--- config.mk ---
export PLATFORM = sky130hd
export DESIGN_NAME = div_ctrl_flat
export DESIGN_NICKNAME = d
export VERILOG_FILES = /design/src/rtl/div_ctrl_pkg.sv /design/src/rtl/div_ctrl_if.sv /design/src/rtl/div_period_cnt.sv /design/src/rtl/div_ctrl.sv /design/src/flat_wrapper.sv
export SDC_FILE = /design/constraint.sdc
export NUM_CORES = 1
export LEC_CHECK = 0
export CORE_MARGIN = 4
export CORE_UTILIZATION = 35
export DETAILED_ROUTE_END_ITERATION = 16
export HOLD_SLACK_MARGIN = 0.15
export SLEW_MARGIN = 5
export SYNTH_ARGS = -nofsm -noshare
export SYNTH_HDL_FRONTEND = slang
export SYNTH_SLANG_ARGS = --single-unit
export TNS_END_PERCENT = 1
--- constraint.sdc ---
create_clock -name clk -period 4.6 [get_ports clk]
set_input_delay 0.92 -clock clk [delete_from_list [all_inputs] [get_ports clk]]
set_output_delay 0.92 -clock clk [all_outputs]
set_load 0.005 [all_outputs]
--- src/rtl/div_ctrl_pkg.sv ---
// Shared state type, reset-default config and config legality check for div_ctrl.
package div_ctrl_pkg;

    typedef enum logic [1:0] {StIdle, StRun, StDrain} state_e;

    localparam int unsigned DIV_RST  = 16;
    localparam int unsigned HIGH_RST = 8;

    function automatic logic cfg_legal(input int unsigned div, input int unsigned high);
        return (div >= 2) && (high >= 1) && (high < div);
    endfunction

endpackage

--- src/rtl/div_ctrl_if.sv ---
// Config handshake bundle between register logic (master) and div_ctrl (slave).
interface div_ctrl_if #(
    parameter int unsigned CW = 8
) ();
    logic          cfg_valid;
    logic          cfg_ready;
    logic [CW-1:0] cfg_div;
    logic [CW-1:0] cfg_high;
    logic          cfg_err;

    modport master (output cfg_valid, cfg_div, cfg_high, input cfg_ready, cfg_err);
    modport slave  (input cfg_valid, cfg_div, cfg_high, output cfg_ready, cfg_err);
endinterface

--- src/rtl/div_period_cnt.sv ---
// Period counter: counts 0..div-1, flags the last cycle and registers the divided wave.
module div_period_cnt #(
    parameter int unsigned CW = 8
) (
    input  logic          clk,
    input  logic          rst_n,
    input  logic          enable,
    input  logic          clear,
    input  logic [CW-1:0] div,
    input  logic [CW-1:0] high,
    output logic          wrap,
    output logic          div_out
);
    logic [CW-1:0] cnt_q, cnt_d;
    logic          div_out_q, div_out_d;

    always_comb begin
        wrap      = (cnt_q == div - CW'(1));
        cnt_d     = cnt_q;
        div_out_d = div_out_q;
        if (clear) begin
            cnt_d     = '0;
            div_out_d = 1'b0;
        end else if (enable) begin
            cnt_d     = wrap ? '0 : cnt_q + CW'(1);
            // cnt_d==0 always yields low, so a config swap at the wrap cannot glitch
            div_out_d = (cnt_d >= div - high);
        end
    end

    always_ff @(posedge clk) begin
        if (!rst_n) begin
            cnt_q     <= '0;
            div_out_q <= 1'b0;
        end else begin
            cnt_q     <= cnt_d;
            div_out_q <= div_out_d;
        end
    end

    assign div_out = div_out_q;

endmodule

--- src/rtl/div_ctrl.sv ---
// Divider controller: start/stop FSM, shadowed config handshake, period counter.
// Optional burst mode is enabled by defining DIV_CTRL_BURST_EN.
module div_ctrl
    import div_ctrl_pkg::*;
#(
    parameter int unsigned CW = 8
) (
    input  logic       clk,
    input  logic       rst_n,
    div_ctrl_if.slave  cfg,
    input  logic       start,
    input  logic       stop,
`ifdef DIV_CTRL_BURST_EN
    input  logic [7:0] burst_len,
    output logic       burst_done,
`endif
    output logic       div_out,
    output logic       period_done,
    output logic       busy
);
    state_e        state_q, state_d;
    logic [CW-1:0] act_div_q, act_div_d, act_high_q, act_high_d;
    logic [CW-1:0] pend_div_q, pend_div_d, pend_high_q, pend_high_d;
    logic          pend_valid_q, pend_valid_d;
    logic          cfg_err_q, cfg_err_d;
    logic          accept, legal, wrap, clear, burst_hit;

    assign accept = cfg.cfg_valid && !pend_valid_q;
    assign legal  = cfg_legal(32'(cfg.cfg_div), 32'(cfg.cfg_high));

`ifdef DIV_CTRL_BURST_EN
    logic [7:0] burst_len_q, burst_cnt_q;
    logic       burst_done_q;

    assign burst_hit = (state_q == StRun) && wrap && (burst_len_q != 8'd0)
                       && (burst_cnt_q == burst_len_q - 8'd1);

    always_ff @(posedge clk) begin
        if (!rst_n) begin
            burst_len_q  <= 8'd0;
            burst_cnt_q  <= 8'd0;
            burst_done_q <= 1'b0;
        end else begin
            if (state_q == StIdle && start) begin
                burst_len_q <= burst_len;
                burst_cnt_q <= 8'd0;
            end else if (state_q == StRun && wrap) begin
                burst_cnt_q <= burst_cnt_q + 8'd1;
            end
            burst_done_q <= burst_hit;
        end
    end

    assign burst_done = burst_done_q;
`else
    assign burst_hit = 1'b0;
`endif

    always_comb begin
        state_d = state_q;
        unique case (state_q)
            StIdle:  if (start) state_d = StRun;
            StRun: begin
                if (burst_hit) state_d = StIdle;
                else if (stop) state_d = wrap ? StIdle : StDrain;
            end
            StDrain: if (wrap) state_d = StIdle;
            default: state_d = StIdle;
        endcase
    end

    always_comb begin
        act_div_d    = act_div_q;
        act_high_d   = act_high_q;
        pend_div_d   = pend_div_q;
        pend_high_d  = pend_high_q;
        pend_valid_d = pend_valid_q;
        cfg_err_d    = accept && !legal;
        if (pend_valid_q && state_q != StIdle && wrap) begin
            act_div_d    = pend_div_q;
            act_high_d   = pend_high_q;
            pend_valid_d = 1'b0;
        end
        // Straight to active whenever the next cycle is idle, so pend never lingers in IDLE
        if (accept && legal) begin
            if (state_d == StIdle) begin
                act_div_d  = cfg.cfg_div;
                act_high_d = cfg.cfg_high;
            end else begin
                pend_div_d   = cfg.cfg_div;
                pend_high_d  = cfg.cfg_high;
                pend_valid_d = 1'b1;
            end
        end
    end

    always_ff @(posedge clk) begin
        if (!rst_n) begin
            state_q      <= StIdle;
            act_div_q    <= CW'(DIV_RST);
            act_high_q   <= CW'(HIGH_RST);
            pend_div_q   <= '0;
            pend_high_q  <= '0;
            pend_valid_q <= 1'b0;
            cfg_err_q    <= 1'b0;
        end else begin
            state_q      <= state_d;
            act_div_q    <= act_div_d;
            act_high_q   <= act_high_d;
            pend_div_q   <= pend_div_d;
            pend_high_q  <= pend_high_d;
            pend_valid_q <= pend_valid_d;
            cfg_err_q    <= cfg_err_d;
        end
    end

    assign clear = (state_q == StIdle) || (state_d == StIdle);

    div_period_cnt #(
        .CW (CW)
    ) u_cnt (
        .clk     (clk),
        .rst_n   (rst_n),
        .enable  (!clear),
        .clear   (clear),
        .div     (act_div_q),
        .high    (act_high_q),
        .wrap    (wrap),
        .div_out (div_out)
    );

    assign period_done   = (state_q != StIdle) && wrap;
    assign busy          = (state_q != StIdle);
    assign cfg.cfg_ready = !pend_valid_q;
    assign cfg.cfg_err   = cfg_err_q;

endmodule

--- src/flat_wrapper.sv ---
// flat-port wrapper written by rule: the top's interface ports become plain ports
module div_ctrl_flat import div_ctrl_pkg::*;
#(
    parameter int unsigned CW = 8
)
  (clk, rst_n, start, stop, div_out, period_done, busy, cfg_cfg_valid, cfg_cfg_div, cfg_cfg_high, cfg_cfg_ready, cfg_cfg_err);
  div_ctrl_if #(.CW(CW)) cfg_i ();
  input  logic clk;
  input  logic rst_n;
  input  logic start;
  input  logic stop;
  output logic div_out;
  output logic period_done;
  output logic busy;
  input wire logic [$bits(cfg_i.cfg_valid)-1:0] cfg_cfg_valid;
  input wire logic [$bits(cfg_i.cfg_div)-1:0] cfg_cfg_div;
  input wire logic [$bits(cfg_i.cfg_high)-1:0] cfg_cfg_high;
  output wire logic [$bits(cfg_i.cfg_ready)-1:0] cfg_cfg_ready;
  output wire logic [$bits(cfg_i.cfg_err)-1:0] cfg_cfg_err;
  assign cfg_i.cfg_valid = cfg_cfg_valid;
  assign cfg_i.cfg_div = cfg_cfg_div;
  assign cfg_i.cfg_high = cfg_cfg_high;
  assign cfg_cfg_ready = cfg_i.cfg_ready;
  assign cfg_cfg_err = cfg_i.cfg_err;
  div_ctrl #(.CW(CW)) u_core (.clk(clk), .rst_n(rst_n), .cfg(cfg_i), .start(start), .stop(stop), .div_out(div_out), .period_done(period_done), .busy(busy));
endmodule
==> results.toml, run 1 <==
[timing]
skew_ps = 7.606
hold_viol = 0
report.final.slew_viol_count = 0
worst_pin_slew_ps = 663.4
fmax_mhz = 279.8
tns_ps = 0
relSlewSlack_pct = 55.65
setup_viol_count_final = 0
fin_crit_ps = 3574
fin_ws_ps = 1026
rsz0062_at_grt = "false"
fin_crit_sh_pct = 77.69

[critical_path]
worst_path_max_delay_cell = "clkdlybuf4s50_1"
cp_max_fo = 5
worstSetupPathType = "reg -> out"
cp_top_family = "buffers and inverters"
end_kind = "primary output"
worstSetupStartpointType = "flop"
cp_num_buf_inv = 2
worstPathArrival_ps = 2650
slowest_delay_ps = 500
required_ps = 3680
crit_chain = "inv_1 > ha_1 > o211a_1 > o31a_1 > nor3_1 > and3_1 > clkdlybuf4s50_1"

[yosys]
syn_area_mm2 = 0.002989
synth_enable_flop_cells = 0
ys_dominant_reg_cell = "dfxtp_1"
syn_nets = 398
synth_area_leaders = "dfxtp_1, ha_1, a21oi_1"
yosysTopAreaCell = "dfxtp_1"
ys_ff_latch = 45
yosys.area.top_type_share_pct = 30.14
ys.warnings.count = 0
ys_types = 59
syn_inst = 352
async_flop_share_pct = 0
avgSynthCellArea_um2 = 8.492
ys_seq_area_share_pct = 30.14

[floorplanning]
fp.coreArea_mm2 = 0.008258
start_util_pct = 36.20
die_x_um = 100.4
fp.dieH_um = 100.4
rows = 33
die_area_mm2 = 0.01008
num_io_pins = 26

[route]
via_per_inst = 5.476
route.detailed.drc = 0
vias = 2612
wl_mm = 7.472
ant_nets = 0
drt-pass1-iter-count = 4
drt_iter0_markers = 103
wl_per_cell_um = 15.66

[global_route]
grt_overflow = 0
grt.total_usage_pct = 15.55
grt_max_degree = 19
grt_pass1_vias = 2585
grt_pass1_wl_mm = 12.61
antenna_found_initial = 0

[final_layout]
area_growth_pct = 14.23
final_common_cell = "dfxtp_1"
drive_gt1_share_pct = 7.527
final_cell_mix = "dfxtp_1, a21oi_1, nor2_1, clkdlybuf4s50_1"
nets = 417
postLayoutCoreUtil_pct = 41.35
antenna_cells = 0

[clock_tree]
cts_max_path_buffers = 2
cts_num_sinks = 45
cts_resized = 0
cts_made_buffers = 5
cts-root-buf = "clkbuf_8"
htreeDepth = 2
cts_setup_buffers = 0
cts.clk_slew.worst_paths_ps = 100
insertion_delay_ps = 320
hold_buffers = 0
tritoncts = "done"

[worst_hold_path]
hp-class = "reg -> reg"

[power_and_ir_drop]
sequentialPowerShare_pct = 43.7
power_frac_clock_pct = 33.0
pwr_density_cell_mw_per_mm2 = 288.6
combPwrFrac_pct = 23.2
internal-power_mw = 0.6773
switchingPower_mw = 0.3080
leakage_nw = 1.280
ir_drop_v = 0.0001875
p_total_mw = 0.9853
sw_frac_of_total_pct = 31.26

[placed_design]
gp_congestion = 0.8468
port_buffers = 25
pre_cts_ws_ps = 878.7
hpwl_mm = 5.600

[run]
cap_violations = 0

[run_status]
outcome = "finished, final reports clean"
-- metal layers --
metal  routed length, um  vias to the layer above  GRT usage, %
met1                3516                     1254         19.72
met5                   0                        -             0
met2                3636                       46         26.86
met4                  84                        0         3.834
met3                 234                        6         3.266
li1                    -                     1306             -
-- cell type report --
| class | instances | area (um2) |
|---|---|---|
| flip-flops and latches | 45 | 900.9 |
| inverters | 25 | 93.84 |
| clock inverters | 3 | 50.05 |
| fillers | 877 | 4843 |
| clock buffers | 5 | 68.82 |
| repair buffers | 29 | 280.3 |
| well taps | 105 | 131.4 |
| multi-input cells | 265 | 1889 |
-- through the flow --
step | cells | instance area, um2 | hold slack, ps
after floorplan | 352 | 2989 | 450.2
after CTS | 477 | 3415 | 481.4
final | 477 | 3415 | 483.6
after global routing | 477 | 3415 | 523.3
after detailed placement | 469 | 3296 | 467.4
after global placement | 469 | 3296 | 456.6
-- flip-flops by register name, summed over array words and instances (netlist names) --
| register | count |
|---|---|
| u_core.act_high_q | 8 |
| u_core.act_div_q | 8 |
| u_core.pend_div_q | 8 |
| u_core.cfg.cfg_err | 1 |
| u_core.u_cnt.cnt_q | 8 |
| u_core.state_q | 2 |
| u_core.pend_valid_q | 1 |
| u_core.u_cnt.div_out | 1 |
| u_core.pend_high_q | 8 |
-- cell families (layout without fill, tap and decap cells) --
| family | Yosys count | count (layout) | share of synthesized area, % |
|---|---|---|---|
| muxes | 16 | 16 | 5.693 |
| adders and majority gates | 25 | 25 | 10.72 |
| DFF | 45 | 45 | 30.14 |
| buffers and inverters | 42 | 62 | 6.655 |
| xor gates and xnor gates | 21 | 21 | 6.153 |
| and+or+nand+nor | 103 | 103 | 18.13 |
| AOI/OAI and AO/OA | 100 | 100 | 22.52 |
-- synthesized netlist by cell type, types with 3 or more instances --
master	count
dfxtp_1	45
a21oi_1	35
nor2_1	29
ha_1	24
inv_1	24
nand3_1	24
o21ai_0	23
xnor2_1	11
xor2_1	10
mux2i_1	8
nand2_1	8
o21ai_1	8
o311a_1	8
nor3_1	7
clkbuf_1	6
nand2b_1	6
and3_1	5
mux2_1	5
a311oi_1	4
a211oi_1	3
a311oi_2	3
buf_6	3
mux2_2	3
nor2b_1	3
nor4_1	3
or2_2	3
-- tightest hold or removal path, stage by stage (launching register included) --
cell and delay (ps):
dfxtp_1 320, o21ai_0 60, a21oi_1 60
-- power by group through the flow --
stage	logic [mW]	clock network [mW]	registers [mW]
after floorplan	0.165	0	0.432
after global placement	0.223	0	0.439
after detailed placement	0.228	0	0.440
after CTS	0.230	0.332	0.431
after global routing	0.258	0.349	0.434
final	0.229	0.326	0.431
-- worst paths after layout --
kind                                  endpoint                         startpoint  cells after the start  slack, ps
max                                period_done     u_core.act_div_q[0]$_SDFF_PN0_                      7       1030
min          u_core.pend_div_q[3]$_SDFFE_PN0P_  u_core.pend_div_q[3]$_SDFFE_PN0P_                      2        480
max reg2reg    u_core.u_cnt.div_out$_SDFF_PP0_     u_core.act_div_q[5]$_SDFF_PN0_                     15       1240
min reg2reg  u_core.pend_div_q[3]$_SDFFE_PN0P_  u_core.pend_div_q[3]$_SDFFE_PN0P_                      2        480
No activity file was read; power rests on OpenSTA's default activity.
==> run 2: changes to the inputs <==
clock period = 3.6 ns   (was 4.6 ns; I/O delays follow)
==> run 2 against run 1 <==
Setup slack worse by 740 ps. Non-clock buffer count up 8. Via count up 2.0%. Final cell count up 1.7%. First-iteration DRC count up 72%. Clock skew down 0.63 ps. Hold slack worse by 1.5 ps. Combinational power up 37%. Global-route usage up 1.1 points. Count of clock-buffer cells in the layout unchanged. Largest power group unchanged.
==> results.toml, run 2 (synthesis gave the netlist of run 1 again) <==
[run_status]
outcome = "finished, final reports clean"

[critical_path]
slowest_delay_ps = 510
required_ps = 2880
worstSetupPathType = "reg -> out"
end_kind = "primary output"
cp_num_buf_inv = 2
cp_max_fo = 6
worstSetupStartpointType = "flop"
crit_chain = "inv_1 > ha_1 > o211a_1 > o31a_1 > nor3_1 > and3_1 > clkdlybuf4s50_1"
cp_top_family = "buffers and inverters"
worstPathArrival_ps = 2600
worst_path_max_delay_cell = "clkdlybuf4s50_1"

[clock_tree]
insertion_delay_ps = 310
cts.clk_slew.worst_paths_ps = 100
cts_setup_buffers = 0
tritoncts = "done"
cts_made_buffers = 5
cts_max_path_buffers = 2
cts_num_sinks = 45
hold_buffers = 0
htreeDepth = 2
cts-root-buf = "clkbuf_8"

[floorplanning]
fp.coreArea_mm2 = 0.008258
start_util_pct = 36.20
die_area_mm2 = 0.01008
die_x_um = 100.4
rows = 33
fp.dieH_um = 100.4
num_io_pins = 26

[route]
route.detailed.drc = 0
via_per_inst = 5.491
ant_nets = 0
drt-pass1-iter-count = 4
wl_mm = 7.952
vias = 2663
wl_per_cell_um = 16.40
drt_iter0_markers = 177

[power_and_ir_drop]
pwr_density_cell_mw_per_mm2 = 366.6
p_total_mw = 1.275
ir_drop_v = 0.0001800
leakage_nw = 1.323

[timing]
rsz0062_at_grt = "false"
fin_crit_sh_pct = 92.13
fin_crit_ps = 3317
skew_ps = 6.978
hold_viol = 0
setup_viol_count_final = 0
fmax_mhz = 301.5
timing.hold.ws_ps = 482.1
worst_pin_slew_ps = 913.0
fin_ws_ps = 283.3
relSlewSlack_pct = 39.13
tns_ps = 0
report.final.slew_viol_count = 0

[placed_design]
pre_cts_ws_ps = 252.5
port_buffers = 25
gp_congestion = 0.8976
dp_cells = 477
placed_cell_area_mm2 = 0.003356
hpwl_mm = 5.910

[final_layout]
final_cell_mix = "dfxtp_1, a21oi_1, nor2_1, clkdlybuf4s50_1"
seq_area_um2 = 900.9
nets = 425
area_growth_pct = 16.32
drive_gt1_share_pct = 9.737
final_cells = 485
antenna_cells = 0
final_area_mm2 = 0.003477
multi_input_area_mm2 = 0.001894
fill_cells = 869
postLayoutCoreUtil_pct = 42.11
final_common_cell = "dfxtp_1"

[global_route]
grt_max_degree = 19
grt.total_usage_pct = 16.68
grt_pass1_vias = 2683
antenna_found_initial = 0
grt_overflow = 0
grt_pass1_wl_mm = 13.48

[run]
cap_violations = 0

[worst_hold_path]
hp-class = "reg -> reg"
[run 2: repair_timing]
item / in CTS / in global routing
setup endpoints to repair: 0 / 1
resized for setup: 0 / 1
hold endpoints to repair: 0 / 0
[run 2: area by class of cell]
| cell class | count | area share [%] |
|---|---|---|
| clock inverters | 3 | 1.367 |
| well taps | 105 | 3.778 |
| inverters | 25 | 2.699 |
| clock buffers | 5 | 1.979 |
| repair buffers | 37 | 9.788 |
| multi-input cells | 265 | 54.48 |
| flip-flops and latches | 45 | 25.91 |
[run 2: tightest hold or removal path: cells and delay by family, from the launching register on]
family / cells / cell delay [ps]
AO/OA/AOI/OAI: 2 / 120
flip-flops: 1 / 320
[run 2: final timing paths]
| check | startpoint | end | slack [ps] | depth (start not counted) |
|---|---|---|---|---|
| min reg2reg | u_core.pend_high_q[3]$_SDFFE_PN0P_ | u_core.pend_high_q[3]$_SDFFE_PN0P_ | 480 | 2 |
| max | u_core.act_div_q[1]$_SDFF_PN0_ | period_done | 280 | 7 |
| min | u_core.pend_high_q[3]$_SDFFE_PN0P_ | u_core.pend_high_q[3]$_SDFFE_PN0P_ | 480 | 2 |
| max reg2reg | u_core.act_div_q[0]$_SDFF_PN0_ | u_core.u_cnt.div_out$_SDFF_PP0_ | 440 | 15 |
[run 2: power by group]
| group | total (mW) | internal, mW | leakage, nW | switching, mW |
|---|---|---|---|---|
| Combinational | 0.314 | 0.136 | 0.898 | 0.178 |
| Clock | 0.413 | 0.212 | 0.0591 | 0.201 |
| Sequential | 0.548 | 0.525 | 0.366 | 0.0233 |
[run 2: layer usage]
| metal | part of all wire, % | global-route usage, % | vias up |
|---|---|---|---|
| li1 | - | - | 1319 |
| met1 | 48 | 22.62 | 1273 |
| met2 | 46 | 28.08 | 63 |
| met3 | 5.1 | 2.502 | 8 |
| met4 | 0.67 | 3.523 | 0 |
| met5 | 0 | 0 | - |
==> run 3: changes to the inputs <==
SYNTH_HIERARCHICAL = 1   (was unset)
==> run 3 against run 2 <==
Via count shrank 2.6%. Register-to-register slack lost 30 ps. Synthesized cell count is 3.4% higher. Sequential share of layout area down 1.1 points. Clock power up 12%. Combinational power down 6%. Synthesized area up 5.8%. Setup slack worse by 93 ps. Maximum frequency shrank 2.7%. Hold slack got worse by 18 ps. Die area is 5.3% higher. Critical path type unchanged.
==> results.toml, run 3 <==
[run_status]
outcome = "finished, final reports clean"

[route]
dr_wl_met2_mm = 3.594
via_per_inst = 5.264
route.detailed.drc = 0
drt-pass1-iter-count = 4
drt_iter0_markers = 124
met3_length_um = 237
vias = 2595
wl_per_cell_um = 14.97
top_layer = "met4"
wl_mm = 7.380
ant_nets = 0
wl_met1_mm = 3.496

[clock_tree]
htreeDepth = 2
tritoncts = "done"
cts-root-buf = "clkbuf_8"
cts.clk_slew.worst_paths_ps = 90
insertion_delay_ps = 300
cts_max_path_buffers = 2
hold_buffers = 0
cts_made_buffers = 5
cts_num_sinks = 45

[floorplanning]
fp.coreArea_mm2 = 0.008763
die_area_mm2 = 0.01062
start_util_pct = 36.09
num_io_pins = 26
fp.dieH_um = 103.1
rows = 34
die_x_um = 103.1

[critical_path]
required_ps = 2880
worstPathArrival_ps = 2690
worstSetupStartpointType = "flop"
cp_max_fo = 6
ff2ff_path_depth = 13
worstSetupPathType = "reg -> out"
r2r_start = "u_core/act_div_q[0]$_SDFF_PN0_"
crit_path_start = "u_core/act_div_q[0]$_SDFF_PN0_"
end_kind = "primary output"

[yosys]
syn_nets = 410
yosys.area.top_type_share_pct = 28.48
syn_area_mm2 = 0.003163
syn_inst = 364
yosysTopAreaCell = "dfxtp_1"
yosysMostFrequentCell = "dfxtp_1"
ys_dominant_reg_cell = "dfxtp_1"
synth_area_leaders = "dfxtp_1, mux2i_1, ha_1"
avgSynthCellArea_um2 = 8.690
synth_xor_area_share_pct = 6.092
synth-compound-area-share_pct = 16.22
ys.warnings.count = 6
synth_top_family_by_area = "simple AND/OR/NAND/NOR gates"
synthSimpleGateAreaFrac_pct = 21.48
synth_common_cells = "dfxtp_1, nand2_1, mux2i_1"
synth_enable_flop_cells = 0
ys_seq_area_share_pct = 28.48
ys_ff_latch = 45
synth-adder-area-share_pct = 10.13
async_flop_share_pct = 0
muxShareOfSynthArea_pct = 11.83
ys_types = 54

[timing]
setup_viol_count_final = 0
fmax_mhz = 293.3
rsz0062_at_grt = "false"
tns_ps = 0
skew_ps = 9.316
report.final.slew_viol_count = 0
fin_crit_ps = 3409
hold_viol = 0
relSlewSlack_pct = 49.61
worst_pin_slew_ps = 755.1
fin_crit_sh_pct = 94.70

[placed_design]
hpwl_mm = 5.634
dp_cells = 485
port_buffers = 25
gp_congestion = 0.8313

[final_layout]
final_common_cell = "dfxtp_1"
antenna_cells = 0
final_cell_mix = "dfxtp_1, nand2_1, mux2i_1, clkdlybuf4s50_1, inv_1"
area_growth_pct = 14.91
nets = 430
drive_gt1_share_pct = 11.17
final_cells = 493

[global_route]
antenna_found_initial = 0
grt_pass1_vias = 2617
grt.total_usage_pct = 15.29
grt_pass1_wl_mm = 12.83
grt_overflow = 0
grt_max_degree = 39

[power_and_ir_drop]
pwr_density_cell_mw_per_mm2 = 361.8
leakage_nw = 1.644
ir_drop_v = 0.0002237

[worst_hold_path]
hp-class = "reg -> reg"
min_path_cells = 2
min_from = "u_core/pend_div_q[2]$_SDFFE_PN0P_"

[run]
cap_violations = 0
-- run 3: changes by cell type after synthesis, sizes merged, moves of 10 or more --
cell / previous run / this run
a211oi: 3 / 13
o21ai: 32 / 15
nand2: 8 / 45
a21oi: 35 / 13
mux2i: 8 / 34
nor3: 8 / 22
nand3: 24 / 5
-- run 3: worst paths after layout --
kind	to	slack, ps
worst max-delay path	period_done	190
worst min-delay path	u_core/pend_div_q[2]$_SDFFE_PN0P_	460
worst max register to register	u_core/u_cnt/cnt_q[3]$_SDFFE_PP0P_	410
worst min register to register	u_core/pend_div_q[2]$_SDFFE_PN0P_	460
-- run 3: report_power, final --
part / internal [mW] / leakage [nW] / switching, mW
Clock: 0.280 / 0.0687 / 0.185
Sequential: 0.525 / 0.367 / 0.0298
Combinational: 0.136 / 1.21 / 0.161
-- run 3: cells by family after synthesis --
| logic type | after synthesis |
|---|---|
| AO/OA/AOI/OAI | 66 |
| XOR/XNOR | 22 |
| adder cells (fa/ha/maj) | 25 |
| buffers and inverters | 41 |
| flip-flops | 45 |
| multiplexers | 37 |
| AND/OR/NAND/NOR | 128 |
-- run 3: through the flow --
step / setup WS (ps) / utilization, % / hold WS [ps] / power (mW) / instance area [um2]
6_report: 190.6 / 41.48 / 463.7 / 1.315 / 3635
5_1_grt: 21.57 / 41.48 / 488.3 / 1.388 / 3635
4_1_cts: 71.12 / 41.39 / 464.4 / 1.332 / 3627
3_5_place_dp: 324.5 / 39.82 / 450.6 / 0.8631 / 3490
3_3_place_gp: 444.7 / 39.82 / 446.4 / 0.8576 / 3490
2_1_floorplan: 742.8 / - / 435.7 / 0.7735 / 3163
-- run 3: worst max-delay path, stage by stage (launching register included) --
cell and delay (ps):
dfxtp_2 400, inv_1 80, ha_1 310, xnor2_1 130
nor2_1 150, nand4b_2 220, nor3_4 330, o21a_1 230
clkdlybuf4s50_1 520
-- run 3: per-layer routing --
layer  vias up  global-route usage [%]
met4         0                   3.386
met2        46                   26.44
li1       1333                       -
met3         6                   2.300
met1      1210                   20.09
met5         -                       0
-- run 3: what timing repair did --
item,CTS,global route
hold endpoints to repair,0,0
setup buffers,0,0
setup endpoints to repair,0,3
gates resized for setup,0,3
-- run 3: final cells by class --
class                      instances  area (um2)
fill                             890        5129
multi-input combinational        278        2085
sequential                        45       903.4
timing repair buffer              29       280.3
tap                              108       135.1
inverter                          25       93.84
clock buffer                       5       68.82
clock inverter                     3       68.82
